### src/rtl/sum_n_arbiter_pkg.sv
// sum_n_pkg: FSM state codes and the requester-id width helper
// shared by the sum_n_arbiter slice.
package sum_n_pkg;

   localparam logic [1:0] IDLE = 2'b00;
   localparam logic [1:0] RUN  = 2'b01;
   localparam logic [1:0] DONE = 2'b10;

   // Width of a requester index; never below one bit.
   function automatic int id_w(input int n);
      if (n <= 2) return 1;
      return $clog2(n);
   endfunction

endpackage

### src/rtl/sum_n_arbiter_if.sv
// sum_n_arbiter_if: request/response handshake bundle between
// the requesters/consumer (master) and the arbiter (slave).
interface sum_n_arbiter_if #(
   parameter int WIDTH = 4,
   parameter int NREQ  = 4
);
   import sum_n_pkg::*;

   localparam int ID_W = id_w(NREQ);

   logic [NREQ-1:0]       req_valid;
   logic [NREQ*WIDTH-1:0] req_n;
   logic [NREQ-1:0]       req_ready;
   logic                  rsp_valid;
   logic [ID_W-1:0]       rsp_id;
   logic [2*WIDTH-1:0]    rsp_result;
   logic                  rsp_ready;
   logic                  busy;

   modport master (
      output req_valid, req_n, rsp_ready,
      input  req_ready, rsp_valid, rsp_id, rsp_result, busy
   );

   modport slave (
      input  req_valid, req_n, rsp_ready,
      output req_ready, rsp_valid, rsp_id, rsp_result, busy
   );

endinterface

### src/rtl/sum_n_arbiter_engine.sv
// sum_n_engine: iterative triangular-sum datapath. Loads n on start,
// adds i, i-1, ... 1 into sum, pulses done on the cycle i reaches 0.
module sum_n_engine #(
   parameter int WIDTH = 4
) (
   input  logic               clk,
   input  logic               reset,
   input  logic               i_start,
   input  logic [WIDTH-1:0]   i_n,
   output logic               o_done,
   output logic [2*WIDTH-1:0] o_sum
);

   logic [WIDTH-1:0]   r_i;
   logic [2*WIDTH-1:0] r_sum;
   logic               r_active;

   // Load on start, then accumulate one term per cycle until i hits 0.
   always_ff @(posedge clk) begin
      if (reset) begin
         r_i      <= '0;
         r_sum    <= '0;
         r_active <= 1'b0;
      end else if (i_start) begin
         r_i      <= i_n;
         r_sum    <= '0;
         r_active <= 1'b1;
      end else if (r_active) begin
         if (r_i != '0) begin
            r_sum <= r_sum + {{WIDTH{1'b0}}, r_i};
            r_i   <= r_i - WIDTH'(1);
         end else begin
            r_active <= 1'b0;
         end
      end
   end

   // Done is the single active cycle that sees i == 0.
   always_comb begin
      o_done = r_active && (r_i == '0);
      o_sum  = r_sum;
   end

endmodule

### src/rtl/sum_n_arbiter.sv
// sum_n_arbiter: round-robin front end sharing one sum_n_engine.
// Optional busy-cycle counter enabled by defining SUM_ARB_PERF_EN.
module sum_n_arbiter
   import sum_n_pkg::*;
#(
   parameter int WIDTH = 4,
   parameter int NREQ  = 4
) (
   input  logic clk,
   input  logic reset,
   sum_n_arbiter_if.slave bus
`ifdef SUM_ARB_PERF_EN
   , output logic [31:0] perf_busy_cycles
`endif
);

   localparam int ID_W = id_w(NREQ);

   logic [1:0]         r_state;
   logic [1:0]         w_next;
   logic [ID_W-1:0]    r_rr_ptr;
   logic [ID_W-1:0]    r_id;
   logic [ID_W-1:0]    w_gid;
   logic [ID_W-1:0]    w_j;
   logic [NREQ-1:0]    w_grant;
   logic               w_found;
   logic               w_accept;
   logic [WIDTH-1:0]   w_n;
   logic               w_done;
   logic [2*WIDTH-1:0] w_sum;

   // First pending requester at or after the round-robin pointer.
   always_comb begin
      w_found = 1'b0;
      w_gid   = '0;
      w_j     = '0;
      for (int o = 0; o < NREQ; o++) begin
         w_j = ID_W'((int'(r_rr_ptr) + o) % NREQ);
         if (!w_found && bus.req_valid[w_j]) begin
            w_found = 1'b1;
            w_gid   = w_j;
         end
      end
      w_grant  = w_found ? (NREQ'(1) << w_gid) : '0;
      w_accept = (r_state == IDLE) && w_found && !reset;
      w_n      = bus.req_n[int'(w_gid)*WIDTH +: WIDTH];
   end

   sum_n_engine #(
      .WIDTH (WIDTH)
   ) u_engine (
      .clk     (clk),
      .reset   (reset),
      .i_start (w_accept),
      .i_n     (w_n),
      .o_done  (w_done),
      .o_sum   (w_sum)
   );

   // State register.
   always_ff @(posedge clk) begin
      if (reset) r_state <= IDLE;
      else       r_state <= w_next;
   end

   // Next-state logic.
   always_comb begin
      w_next = r_state;
      unique case (r_state)
         IDLE:    if (w_found)       w_next = RUN;
         RUN:     if (w_done)        w_next = DONE;
         DONE:    if (bus.rsp_ready) w_next = IDLE;
         default:                    w_next = IDLE;
      endcase
   end

   // Owner id and round-robin pointer, both updated only on accept.
   always_ff @(posedge clk) begin
      if (reset) begin
         r_rr_ptr <= '0;
         r_id     <= '0;
      end else if (w_accept) begin
         r_id     <= w_gid;
         r_rr_ptr <= (int'(w_gid) == NREQ - 1) ? '0 : w_gid + ID_W'(1);
      end
   end

   // Outputs decoded from state; response fields are zero outside DONE.
   always_comb begin
      bus.req_ready  = '0;
      bus.rsp_valid  = 1'b0;
      bus.rsp_id     = '0;
      bus.rsp_result = '0;
      bus.busy       = 1'b0;
      unique case (r_state)
         IDLE: bus.req_ready = reset ? '0 : w_grant;
         RUN:  bus.busy      = 1'b1;
         DONE: begin
            bus.busy       = 1'b1;
            bus.rsp_valid  = 1'b1;
            bus.rsp_id     = r_id;
            bus.rsp_result = w_sum;
         end
         default: ;
      endcase
   end

`ifdef SUM_ARB_PERF_EN
   // Saturating count of busy cycles, cleared only by reset.
   always_ff @(posedge clk) begin
      if (reset)
         perf_busy_cycles <= '0;
      else if (bus.busy && (perf_busy_cycles != 32'hFFFF_FFFF))
         perf_busy_cycles <= perf_busy_cycles + 32'd1;
   end
`endif

endmodule
### src/flat_wrapper.sv
// flat-port wrapper written by rule: the top's interface ports become plain ports
module sum_n_arbiter_flat import sum_n_pkg::*;
#(
   parameter int WIDTH = 4,
   parameter int NREQ  = 4
)
  (clk, reset, bus_req_valid, bus_req_n, bus_rsp_ready, bus_req_ready, bus_rsp_valid, bus_rsp_id, bus_rsp_result, bus_busy);
  sum_n_arbiter_if #(.WIDTH(WIDTH), .NREQ(NREQ)) bus_i ();
  input  logic clk;
  input  logic reset;
  input wire logic [$bits(bus_i.req_valid)-1:0] bus_req_valid;
  input wire logic [$bits(bus_i.req_n)-1:0] bus_req_n;
  input wire logic [$bits(bus_i.rsp_ready)-1:0] bus_rsp_ready;
  output wire logic [$bits(bus_i.req_ready)-1:0] bus_req_ready;
  output wire logic [$bits(bus_i.rsp_valid)-1:0] bus_rsp_valid;
  output wire logic [$bits(bus_i.rsp_id)-1:0] bus_rsp_id;
  output wire logic [$bits(bus_i.rsp_result)-1:0] bus_rsp_result;
  output wire logic [$bits(bus_i.busy)-1:0] bus_busy;
  assign bus_i.req_valid = bus_req_valid;
  assign bus_i.req_n = bus_req_n;
  assign bus_i.rsp_ready = bus_rsp_ready;
  assign bus_req_ready = bus_i.req_ready;
  assign bus_rsp_valid = bus_i.rsp_valid;
  assign bus_rsp_id = bus_i.rsp_id;
  assign bus_rsp_result = bus_i.rsp_result;
  assign bus_busy = bus_i.busy;
  sum_n_arbiter #(.WIDTH(WIDTH), .NREQ(NREQ)) u_core (.clk(clk), .reset(reset), .bus(bus_i));
endmodule
### config.mk
export PLATFORM = sky130hd
export DESIGN_NAME = sum_n_arbiter_flat
export DESIGN_NICKNAME = d
export VERILOG_FILES = /design/src/rtl/sum_n_arbiter_pkg.sv /design/src/rtl/sum_n_arbiter_if.sv /design/src/rtl/sum_n_arbiter_engine.sv /design/src/rtl/sum_n_arbiter.sv /design/src/flat_wrapper.sv
export SDC_FILE = /design/constraint.sdc
export NUM_CORES = 1
export LEC_CHECK = 0
export BUFFER_PORTS_ARGS = -buffer_cell sky130_fd_sc_hd__buf_2
export CORE_MARGIN = 1
export CORE_UTILIZATION = 51
export DETAILED_ROUTE_END_ITERATION = 7
export PLACE_DENSITY = 0.78
export SYNTH_ARGS = -nofsm -noshare
export SYNTH_HDL_FRONTEND = slang
export SYNTH_SLANG_ARGS = --single-unit
export TNS_END_PERCENT = 20
### constraint.sdc
create_clock -name clk -period 3.73 [get_ports clk]
set_input_delay 1.119 -clock clk [delete_from_list [all_inputs] [get_ports clk]]
set_output_delay 1.119 -clock clk [all_outputs]
set_load 0.01 [all_outputs]
==> impl_metrics.json <==
{
  "status": "finished, final reports clean",
  "grt_pass1_vias": 1225,
  "synth_fp_nets": 200,
  "worstSetupStartpointType": "input port",
  "drv_slew": 0,
  "power_uw": 979,
  "rsz0062_at_grt": "false",
  "netlist_top_cells_area": "dfxtp_1, ha_1, and2_1",
  "ctsRootBufferMaster": "clkbuf_4",
  "ys_ff_latch": 19,
  "clk_pin_slew_ns": 0.10,
  "ys_types": 41,
  "cp_slowest_stage_delay_ns": 0.38,
  "clk_path_buf_depth": 2,
  "rr_startpoint": "u_core.u_engine.r_i[1]",
  "coreArea_um2": 2520,
  "clkPwrFrac": 0.112,
  "rr_endpoint": "u_core.u_engine.o_sum[7]",
  "async_reset_ff_frac": 0,
  "post-route-util": 0.644,
  "cp.required_ns": 2.61,
  "seq_power_share": 0.321,
  "hold_class": "reg -> reg",
  "antenna_cells": 0,
  "p_sw_uw": 439,
  "rows": 18,
  "syn_inst": 163,
  "post-cts-setup-buffers": 0,
  "drtPass1Iterations": 4,
  "reg2regPathDepth": 7,
  "place_inst": 229,
  "nets": 241,
  "ys.flop_type": "dfxtp_1",
  "cts_tree": "done",
  "p_leak_nw": 0.769,
  "p_per_area_nw_per_um2": 603,
  "drc": 0,
  "areaGrowthSynthToFinish_pct": 18.0,
  "io_buffers": 38,
  "dp_slack_ns": 0.122,
  "drive_gt1_frac": 0.276,
  "numCtsBuffers": 3,
  "fin_ws_ns": 0.122,
  "ctsResizeCount": 0,
  "vdd_ir_drop_max_v": 0.000402,
  "worstHoldPathCells": 2,
  "p_int_uw": 540,
  "combPwrFrac": 0.567,
  "io_pins": 39,
  "crit_path_cell_trace": "buf_2, nor2b_1, or3_4, a21oi_4, inv_2, ha_1, and2_1, buf_2",
  "worstSetupPathType": "in -> out",
  "grt.overflow.total": 0,
  "worst_pin_slew_ns": 0.512,
  "slowest_stage": "or3_4",
  "clk_latency_ns": 0.32,
  "slew-limit-headroom": 0.658,
  "antenna_found_initial": 0,
  "tns_ns": 0,
  "wire_per_inst_um": 13.2,
  "ant_nets": 0,
  "dp_hpwl_um": 2530,
  "switching_share": 0.449,
  "die_area_um2": 2910,
  "cts_hold_buf": 0,
  "hold_viol_final": 0,
  "grt_pass1_wl_um": 5000,
  "grt_max_degree": 14,
  "min-delay-start": "u_core.r_id[1]",
  "vias": 1295,
  "ctsHtreeMaxLevel": 1,
  "worst_setup_path_end_kind": "output port",
  "grt_use_total": 0.244,
  "fin_cells": 233,
  "drtIter0Drc": 16,
  "routed_wl_um": 3080,
  "yosys_warnings": 0,
  "fmax_mhz": 277,
  "period_share": 0.967,
  "die_x_um": 54.0,
  "synthesis.area_um2": 1380,
  "r2r_setup_slack_ns": 1.83,
  "critPathMaxFanout": 5,
  "setup_viol": 0,
  "synth-edff-count": 0,
  "yosysSeqAreaShare": 0.276,
  "min_period_ns": 3.61,
  "die-height_um": 54.0,
  "maxCapViolCount": 0,
  "worst_clock_skew_ns": 0.0244,
  "synth_commonest_cells": "dfxtp_1, nand2_1, a21oi_1, and2_1, ha_1",
  "start_util": 0.546,
  "yosysTopAreaCell": "dfxtp_1",
  "cp.arrival_ns": 2.49,
  "synth.avg_cell_area_um2": 8.44,
  "gp_congestion": 0.818,
  "whs_endpoint": "u_core.r_id[1]",
  "synth.top_cell.area_share": 0.276,
  "critPathLaunch": "bus_req_valid[2]",
  "cp_common_cell": "buf_2",
  "cts_sinks": 19,
  "viasPerCell": 5.56
}
[worst max-delay path, delay by kind of cell]
family | cells | cell delay [ns]
AO/OA/AOI/OAI | 1 | 0.19
AND/OR/NAND/NOR | 3 | 0.65
adder cells (fa/ha/maj) | 1 | 0.19
buffers and inverters | 3 | 0.35
[sequential cells by signal, summed over array words and instances (netlist names)]
signal                    count
u_core.u_engine.o_sum         8
u_core.r_id                   2
u_core.u_engine.r_i           4
u_core.r_state                2
u_core.u_engine.r_active      1
u_core.r_rr_ptr               2
[final cells by class]
| cell class | count | area (um2) |
|---|---|---|
| Clock buffer | 3 | 22.5 |
| Tap cell | 30 | 37.5 |
| Timing Repair Buffer | 41 | 213 |
| Fill cell | 229 | 898 |
| Sequential cell | 19 | 380 |
| Multi-Input combinational cell | 129 | 928 |
| Inverter | 10 | 37.5 |
| Clock inverter | 1 | 5.00 |
[cell families after synthesis]
group,count (synthesis),share of synthesized area
AND/OR/NAND/NOR,66,0.255
flip-flops,19,0.276
adder cells (fa/ha/maj),14,0.133
XOR/XNOR,5,0.0318
multiplexers,5,0.0364
AO/OA/AOI/OAI,39,0.219
buffers and inverters,15,0.0491
[worst max path at each step]
stage,to,cells after the start
2_1_floorplan,bus_req_ready[0],6
3_3_place_gp,bus_req_ready[0],8
3_5_place_dp,bus_req_ready[0],8
4_1_cts,bus_req_ready[0],8
5_1_grt,bus_req_ready[3],8
6_report,bus_req_ready[2],8
[per-stage QoR]
stage / hold slack, ns / area [um2]
6_report: 0.466 / 1620
3_5_place_dp: 0.446 / 1600
3_3_place_gp: 0.445 / 1600
4_1_cts: 0.460 / 1620
2_1_floorplan: 0.427 / 1380
5_1_grt: 0.493 / 1620
[routing by layer]
layer / track usage / wire length, um / vias up
met4: 0.118 / 61 / 0
li1: - / - / 654
met2: 0.428 / 1610 / 26
met1: 0.276 / 1320 / 607
met5: 0 / 0 / -
met3: 0.0537 / 83 / 8
[layout by cell type (no fill, tap or decap), drive strengths merged, types with 3 or more instances in the layout]
cell type  Yosys  layout
ha            13      13
or3            5       5
dfxtp         19      19
nand2         20      20
and3           4       4
and2          15      15
clkbuf         3       3
inv           10      10
a21o           3       3
a2111oi        6       6
mux2i          5       5
o21ai          5       5
xnor2          3       3
a21oi         15      15
o221ai         3       3
buf            2      41
nand3          3       3
nor2           9       9
[power groups by stage]
stage          clock [mW]  combinational [mW]  sequential [mW]
3_3_place_gp            0               0.527            0.315
5_1_grt             0.119               0.620            0.323
2_1_floorplan           0               0.443            0.302
4_1_cts             0.111               0.560            0.315
6_report            0.109               0.555            0.315
3_5_place_dp            0               0.557            0.320
(Power assumes the default switching activity.)
